==> src/rtl/regwb_pkg.sv <==
// Shared constants and FIFO entry type for the register-file write-side controller.
package regwb_pkg;

  localparam logic [4:0]  REG_LINK    = 5'd31;
  localparam logic [31:0] LINK_OFFSET = 32'd2;
  localparam logic [4:0]  REG_ZERO    = 5'd0;

  // reg_num holds the destination register ("reg" is a reserved word)
  typedef struct packed {
   logic        valid;
   logic        killed;
   logic [4:0]  reg_num;
   logic [31:0] data;
  } regwb_entry_t;

endpackage

==> src/rtl/regwb_if.sv <==
// Datapath / long-latency unit / register-file signals of reg_writeback_ctrl.
interface regwb_if;

   logic        pri_valid;
   logic [4:0]  pri_reg;
   logic [31:0] pri_data;
   logic        jal;
   logic [31:0] pc;
   logic        sec_valid;
   logic        sec_ready;
   logic [4:0]  sec_reg;
   logic [31:0] sec_data;
   logic        signal_reg_write;
   logic [4:0]  write_reg;
   logic [31:0] write_data;
   logic [31:0] pending_mask;
   logic        pri_stall;

   modport master (
      output pri_valid, pri_reg, pri_data, jal, pc, sec_valid, sec_reg, sec_data,
      input  sec_ready, signal_reg_write, write_reg, write_data, pending_mask, pri_stall
   );

   modport slave (
      input  pri_valid, pri_reg, pri_data, jal, pc, sec_valid, sec_reg, sec_data,
      output sec_ready, signal_reg_write, write_reg, write_data, pending_mask, pri_stall
   );

endinterface

==> src/rtl/regwb_fifo.sv <==
// Secondary result FIFO: storage, pointers, occupancy, per-entry kill and pending mask.
module regwb_fifo
   import regwb_pkg::*;
#(
   parameter int unsigned DEPTH = 2
) (
   input  logic         clk,
   input  logic         rst,
   input  logic         push,
   input  logic [4:0]   push_reg,
   input  logic [31:0]  push_data,
   input  logic         pop,
   input  logic         kill_en,
   input  logic [4:0]   kill_reg,
   output logic         ready,
   output regwb_entry_t head,
   output logic [31:0]  pending_mask
);

   localparam int unsigned PW = $clog2(DEPTH);
   localparam int unsigned CW = PW + 1;

   regwb_entry_t  mem   [DEPTH];
   regwb_entry_t  mem_n [DEPTH];
   logic [PW-1:0] rd_ptr;
   logic [PW-1:0] wr_ptr;
   logic [CW-1:0] count;
   logic          push_ok;
   logic          pop_ok;
   logic [31:0]   mask_n;

   assign ready   = (count != CW'(DEPTH));
   assign head    = mem[rd_ptr];
   assign push_ok = push && ready;
   assign pop_ok  = pop && head.valid;

   // Killed entries keep their slot until popped; a push matching the kill is born killed.
   always_comb begin
      mask_n = '0;
      for (int unsigned i = 0; i < DEPTH; i++) begin
         mem_n[i] = mem[i];
         if (kill_en && mem[i].valid && (mem[i].reg_num == kill_reg))
            mem_n[i].killed = 1'b1;
      end
      if (pop_ok)
         mem_n[rd_ptr].valid = 1'b0;
      if (push_ok)
         mem_n[wr_ptr] = '{valid:   1'b1,
                           killed:  kill_en && (push_reg == kill_reg),
                           reg_num: push_reg,
                           data:    push_data};
      for (int unsigned i = 0; i < DEPTH; i++) begin
         if (mem_n[i].valid && !mem_n[i].killed)
            mask_n[mem_n[i].reg_num] = 1'b1;
      end
   end

   always_ff @(posedge clk) begin
      if (rst) begin
         rd_ptr       <= '0;
         wr_ptr       <= '0;
         count        <= '0;
         pending_mask <= '0;
         for (int unsigned i = 0; i < DEPTH; i++)
            mem[i] <= '0;
      end else begin
         for (int unsigned i = 0; i < DEPTH; i++)
            mem[i] <= mem_n[i];
         pending_mask <= mask_n;
         if (push_ok)
            wr_ptr <= wr_ptr + PW'(1);
         if (pop_ok)
            rd_ptr <= rd_ptr + PW'(1);
         case ({push_ok, pop_ok})
            2'b10:   count <= count + CW'(1);
            2'b01:   count <= count - CW'(1);
            default: count <= count;
         endcase
      end
   end

endmodule

==> src/rtl/reg_writeback_ctrl.sv <==
// Register-file write port arbiter: jal > datapath > FIFO head, with program-order kill.
// Optional starvation guard compiled in with REGWB_STARVE_GUARD_EN.
module reg_writeback_ctrl
   import regwb_pkg::*;
#(
   parameter int unsigned DEPTH        = 2,
   parameter int unsigned STARVE_LIMIT = 8
) (
   input logic     clk,
   input logic     rst,
   regwb_if.slave  bus
);

   if (DEPTH < 2 || DEPTH > 8 || (DEPTH & (DEPTH - 1)) != 0 || STARVE_LIMIT < 1) begin : g_bad_cfg
      $error("reg_writeback_ctrl: DEPTH must be a power of two in 2..8 and STARVE_LIMIT >= 1");
   end

   regwb_entry_t head;
   logic         fifo_ready;
   logic [31:0]  fifo_mask;
   logic         stall;
   logic         pop_req;
   logic         kill_en;
   logic [4:0]   kill_reg;
   logic         sel_we;
   logic [4:0]   sel_reg;
   logic [31:0]  sel_data;
   logic [31:0]  link_data;
   logic         we_q;
   logic [4:0]   reg_q;
   logic [31:0]  data_q;

   assign link_data = bus.pc + LINK_OFFSET;

   always_comb begin
      sel_we   = 1'b0;
      sel_reg  = REG_ZERO;
      sel_data = '0;
      kill_en  = 1'b0;
      kill_reg = REG_ZERO;
      pop_req  = 1'b0;
      if (bus.jal && !stall) begin
         sel_we   = 1'b1;
         sel_reg  = REG_LINK;
         sel_data = link_data;
         kill_en  = 1'b1;
         kill_reg = REG_LINK;
      end else if (bus.pri_valid && !stall) begin
         sel_we   = 1'b1;
         sel_reg  = bus.pri_reg;
         sel_data = bus.pri_data;
         kill_en  = 1'b1;
         kill_reg = bus.pri_reg;
      end else begin
         pop_req  = 1'b1;
         sel_we   = head.valid && !head.killed;
         sel_reg  = head.reg_num;
         sel_data = head.data;
      end
      if (sel_reg == REG_ZERO)
         sel_we = 1'b0;
   end

   regwb_fifo #(.DEPTH(DEPTH)) u_fifo (
      .clk          (clk),
      .rst          (rst),
      .push         (bus.sec_valid),
      .push_reg     (bus.sec_reg),
      .push_data    (bus.sec_data),
      .pop          (pop_req),
      .kill_en      (kill_en),
      .kill_reg     (kill_reg),
      .ready        (fifo_ready),
      .head         (head),
      .pending_mask (fifo_mask)
   );

   always_ff @(posedge clk) begin
      if (rst) begin
         we_q   <= 1'b0;
         reg_q  <= REG_ZERO;
         data_q <= '0;
      end else begin
         we_q   <= sel_we;
         reg_q  <= sel_we ? sel_reg : REG_ZERO;
         data_q <= sel_we ? sel_data : '0;
      end
   end

`ifdef REGWB_STARVE_GUARD_EN
   localparam int unsigned SW = $clog2(STARVE_LIMIT + 1);

   logic [SW-1:0] starve_cnt;
   logic          stall_q;

   // stall_q rises when the count reaches the limit; the forced pop then clears both
   always_ff @(posedge clk) begin
      if (rst) begin
         starve_cnt <= '0;
         stall_q    <= 1'b0;
      end else if (pop_req && head.valid) begin
         starve_cnt <= '0;
         stall_q    <= 1'b0;
      end else if (head.valid) begin
         starve_cnt <= starve_cnt + SW'(1);
         stall_q    <= ((starve_cnt + SW'(1)) == SW'(STARVE_LIMIT));
      end else begin
         stall_q    <= 1'b0;
      end
   end

   assign stall = stall_q;
`else
   assign stall = 1'b0;
`endif

   assign bus.signal_reg_write = we_q;
   assign bus.write_reg        = reg_q;
   assign bus.write_data       = data_q;
   assign bus.pending_mask     = fifo_mask;
   assign bus.sec_ready        = fifo_ready;
   assign bus.pri_stall        = stall;

endmodule

==> src/flat_wrapper.sv <==
// flat-port wrapper written by rule: the top's interface ports become plain ports
module reg_writeback_ctrl_flat import regwb_pkg::*;
#(
   parameter int unsigned DEPTH        = 2,
   parameter int unsigned STARVE_LIMIT = 8
)
  (clk, rst, bus_pri_valid, bus_pri_reg, bus_pri_data, bus_jal, bus_pc, bus_sec_valid, bus_sec_reg, bus_sec_data, bus_sec_ready, bus_signal_reg_write, bus_write_reg, bus_write_data, bus_pending_mask, bus_pri_stall);
  regwb_if bus_i ();
  input logic clk;
  input logic rst;
  input wire logic [$bits(bus_i.pri_valid)-1:0] bus_pri_valid;
  input wire logic [$bits(bus_i.pri_reg)-1:0] bus_pri_reg;
  input wire logic [$bits(bus_i.pri_data)-1:0] bus_pri_data;
  input wire logic [$bits(bus_i.jal)-1:0] bus_jal;
  input wire logic [$bits(bus_i.pc)-1:0] bus_pc;
  input wire logic [$bits(bus_i.sec_valid)-1:0] bus_sec_valid;
  input wire logic [$bits(bus_i.sec_reg)-1:0] bus_sec_reg;
  input wire logic [$bits(bus_i.sec_data)-1:0] bus_sec_data;
  output wire logic [$bits(bus_i.sec_ready)-1:0] bus_sec_ready;
  output wire logic [$bits(bus_i.signal_reg_write)-1:0] bus_signal_reg_write;
  output wire logic [$bits(bus_i.write_reg)-1:0] bus_write_reg;
  output wire logic [$bits(bus_i.write_data)-1:0] bus_write_data;
  output wire logic [$bits(bus_i.pending_mask)-1:0] bus_pending_mask;
  output wire logic [$bits(bus_i.pri_stall)-1:0] bus_pri_stall;
  assign bus_i.pri_valid = bus_pri_valid;
  assign bus_i.pri_reg = bus_pri_reg;
  assign bus_i.pri_data = bus_pri_data;
  assign bus_i.jal = bus_jal;
  assign bus_i.pc = bus_pc;
  assign bus_i.sec_valid = bus_sec_valid;
  assign bus_i.sec_reg = bus_sec_reg;
  assign bus_i.sec_data = bus_sec_data;
  assign bus_sec_ready = bus_i.sec_ready;
  assign bus_signal_reg_write = bus_i.signal_reg_write;
  assign bus_write_reg = bus_i.write_reg;
  assign bus_write_data = bus_i.write_data;
  assign bus_pending_mask = bus_i.pending_mask;
  assign bus_pri_stall = bus_i.pri_stall;
  reg_writeback_ctrl #(.DEPTH(DEPTH), .STARVE_LIMIT(STARVE_LIMIT)) u_core (.clk(clk), .rst(rst), .bus(bus_i));
endmodule
==> config.mk <==
export PLATFORM = sky130hd
export DESIGN_NAME = reg_writeback_ctrl_flat
export DESIGN_NICKNAME = d
export VERILOG_FILES = /design/src/rtl/regwb_pkg.sv /design/src/rtl/regwb_if.sv /design/src/rtl/regwb_fifo.sv /design/src/rtl/reg_writeback_ctrl.sv /design/src/flat_wrapper.sv
export SDC_FILE = /design/constraint.sdc
export NUM_CORES = 1
export LEC_CHECK = 0
export ABC_CLOCK_PERIOD_IN_PS = 2200
export BUFFER_PORTS_ARGS = -buffer_cell sky130_fd_sc_hd__buf_2
export CELL_PAD_IN_SITES_DETAIL_PLACEMENT = 0
export CELL_PAD_IN_SITES_GLOBAL_PLACEMENT = 1
export CORE_UTILIZATION = 39
export DETAILED_ROUTE_END_ITERATION = 6
export PLACE_DENSITY = 0.79
export SLEW_MARGIN = 20
export SYNTH_ARGS = -nofsm -noshare
export SYNTH_HDL_FRONTEND = slang
export SYNTH_SLANG_ARGS = --single-unit
==> constraint.sdc <==
create_clock -name clk -period 2.2 [get_ports clk]
set_input_delay 0.11 -clock clk [delete_from_list [all_inputs] [get_ports clk]]
set_output_delay 0.11 -clock clk [all_outputs]
set_load 0.02 [all_outputs]
==> metrics.cfg <==
[routing]
dr.pass1.iters=5
drc_errors=0
wirelength_mm=21.4
via_per_inst=5.31
routedWlPerCell_um=16.1
drt_iter0_drc=422
ant_nets=0
vias=7068

[global_routing]
grt_pass1_wl_mm=34.0
grt_pass1_vias=6742
grt_max_degree=69
antenna_found_initial=3
grt.overflow.total=0
grt_use_total=0.235

[cells_and_area]
largest_reg_flops=78
multi_input_area_mm2=0.00373
syn_to_final_growth_pct=31.0
fin_nets=1200
top_register=u_core.u_fifo.mem
num-fill-cells=1782
ff_latch_area_mm2=0.00306
drive_gt1_frac=0.245

[yosys]
synth_flop_cell=dfxtp_1
synth-warning-count=0
synth_nets=994
synth.yosys.seq_area_share=0.430
ys_ff_latch=153
postSynth.asyncResetShare=0
avgSynthCellArea_um2=8.08
synthCells=881
ys_types=58
synthesis.area_mm2=0.00712
synth_edf_count=0

[sta]
fin_crit_ps=2070
setup_tns_ps=0
rsz0062_at_grt=no
skew_ps=23.2
setup_viol=0
finalCritPeriodShare=0.940
slew_headroom=0.557
slew_viol_final=0
fmax_mhz=483
tightest_slew_ps=665
hold_viol=0
hold_ws_ps=12.0

[critical_path]
crit_slowest_cell=nor3_1
critPathLaunchType=register
path_buf_inv=1
path_delay_family=simple AND/OR/NAND/NOR gates
crit_fanout=13
endpoint_kind=register
critical_path.max_stage_delay_ps=410
critical_path.cell_chain=or2_2 -> a31o_2 -> nor3_1 -> nand3_1 -> a2bb2oi_1 -> buf_4 -> o22ai_1
critical_path_class=register to register
required_ps=2560
critPathArrivalTime_ps=2430

[job]
max_cap_violations=0

[cts]
cts-buffers-inserted=17
clock-sinks=153
clockBufferDepth=2
htree_levels=4
clock_latency_ps=430
ctsRootBufferMaster=clkbuf_16
clk_pin_slew_ps=60
cts_tree=yes

[power]
p_leak_nw=3.71
ir_drop_v=0.000602
powerDensity_mw_per_mm2=765

[run_status]
status=completed

[floorplanning]
io_pins=183
core_mm2=0.0179
die_h_um=137
die-area_mm2=0.0188
start_util=0.398
die_w_um=137
rows=49

[place]
portBuffers=181
hpwl_mm=14.9
place_congestion=0.858

[min_path]
hold_path.class=input port to register

synthesized netlist by cell type (3+ instances only):
cell | instances | area share
inv_1 | 13 | 0.0069
a31o_2 | 3 | 0.0037
nand3_1 | 19 | 0.013
nor4_1 | 3 | 0.0026
a2bb2oi_1 | 4 | 0.0049
clkbuf_1 | 48 | 0.025
xnor2_1 | 20 | 0.025
nand3b_1 | 7 | 0.0074
a21oi_1 | 95 | 0.067
nor4bb_1 | 6 | 0.0084
dfxtp_1 | 153 | 0.43
nand2b_1 | 11 | 0.0097
o22ai_1 | 32 | 0.028
and3_1 | 8 | 0.0070
nor3_1 | 6 | 0.0042
buf_2 | 11 | 0.0077
xor2_1 | 14 | 0.017
nand4_1 | 6 | 0.0053
nor2b_1 | 3 | 0.0026
nor2_1 | 65 | 0.034
or3_1 | 5 | 0.0044
a211oi_2 | 3 | 0.0053
o211ai_1 | 4 | 0.0042
mux2i_1 | 37 | 0.052
a211oi_1 | 61 | 0.064
nand2_1 | 188 | 0.099
buf_1 | 9 | 0.0047
o21ai_0 | 10 | 0.0070
layout by cell type, fill, tap and decap left out, types with 4 or more instances in the layout:
cell type      Yosys  final
clkbuf_16          0     17
or3_1              5      5
clkinv_4           0      4
xor2_1            14     14
and3_1             8      8
a2bb2oi_1          4      4
xnor2_1           20     20
nor2_1            65     65
mux2i_1           37     37
nand2_1          188    188
buf_2             11    181
o211ai_1           4      4
a211oi_1          61     61
nand2b_1          11     11
nor4bb_1           6      6
nand4_1            6      6
o21ai_0           10     10
inv_1             13     13
inv_6              0      6
dlygate4sd3_1      0     40
o22ai_1           32     32
buf_4              1     34
a21oi_1           95     95
nand3_1           19     18
nor3_1             6      6
nand3b_1           7      7
dfxtp_1          153    152
timing repair:
action / in CTS / in global routing
hold buffers: 40 / 0
hold endpoints to repair: 72 / 0
resized for setup: 0 / 0
buffers inserted: 0 / 1
endpoints found under the setup margin: 0 / 3
power breakdown:
group / internal [W] / total (W) / switching, W
Combinational: 0.000466 / 0.00117 / 0.000704
Clock: 0.00170 / 0.00294 / 0.00124
Sequential: 0.00294 / 0.00303 / 0.0000934
area by class of cell:
cell class	count	share of cell area
clock inverters	14	0.0174
flip-flops and latches	153	0.328
well taps	229	0.0307
repair buffers	257	0.172
inverters	13	0.00523
clock buffers	18	0.0460
multi-input cells	645	0.400
diodes	2	0.000536
through the flow:
stage	setup WS (ps)	cell area [um2]	power, W	util	instances
2_1_floorplan	148	7120	0.00377	-	881
3_3_place_gp	198	8330	0.00419	0.465	1256
3_5_place_dp	137	8330	0.00420	0.465	1256
4_1_cts	126	9320	0.00722	0.521	1328
5_1_grt	25.5	9330	0.00745	0.521	1331
6_report	132	9330	0.00714	0.521	1331
logic make-up after synthesis:
logic type / Yosys count / share of synthesized area
and+or+nand+nor: 341 / 0.216
AOI/OAI and AO/OA: 229 / 0.208
DFF: 153 / 0.430
buffers and inverters: 83 / 0.0464
muxes: 38 / 0.0536
xor gates and xnor gates: 34 / 0.0418
adders and majority gates: 2 / 0.00351
other: 1 / 0.000527
worst register-to-register path: stages, from the launching register on:
cell and delay [ps]:
dfxtp_2 400, or2_2 300, a31o_2 260, nor3_1 410, nand3_1 130, a2bb2oi_1 150, buf_4 210, o22ai_1 170
routing by layer:
metal	share of wire	GRT usage
met5	0.00061	0
met4	0.017	0.0818
met3	0.061	0.0615
met2	0.48	0.383
met1	0.44	0.298
final timing paths:
path,from,endpoint,slack [ps],depth (start not counted)
worst max-delay path,register,u_core.u_fifo.pending_mask[15],130,7
worst min-delay path,bus_sec_reg[1],u_core.u_fifo.mem[1][33],10,3
worst max register to register,register,u_core.u_fifo.pending_mask[15],130,7
worst min register to register,u_core.u_fifo.mem[0][27],u_core.u_fifo.mem[0][27],450,2
Note: power is estimated with default switching activity, not from simulation.
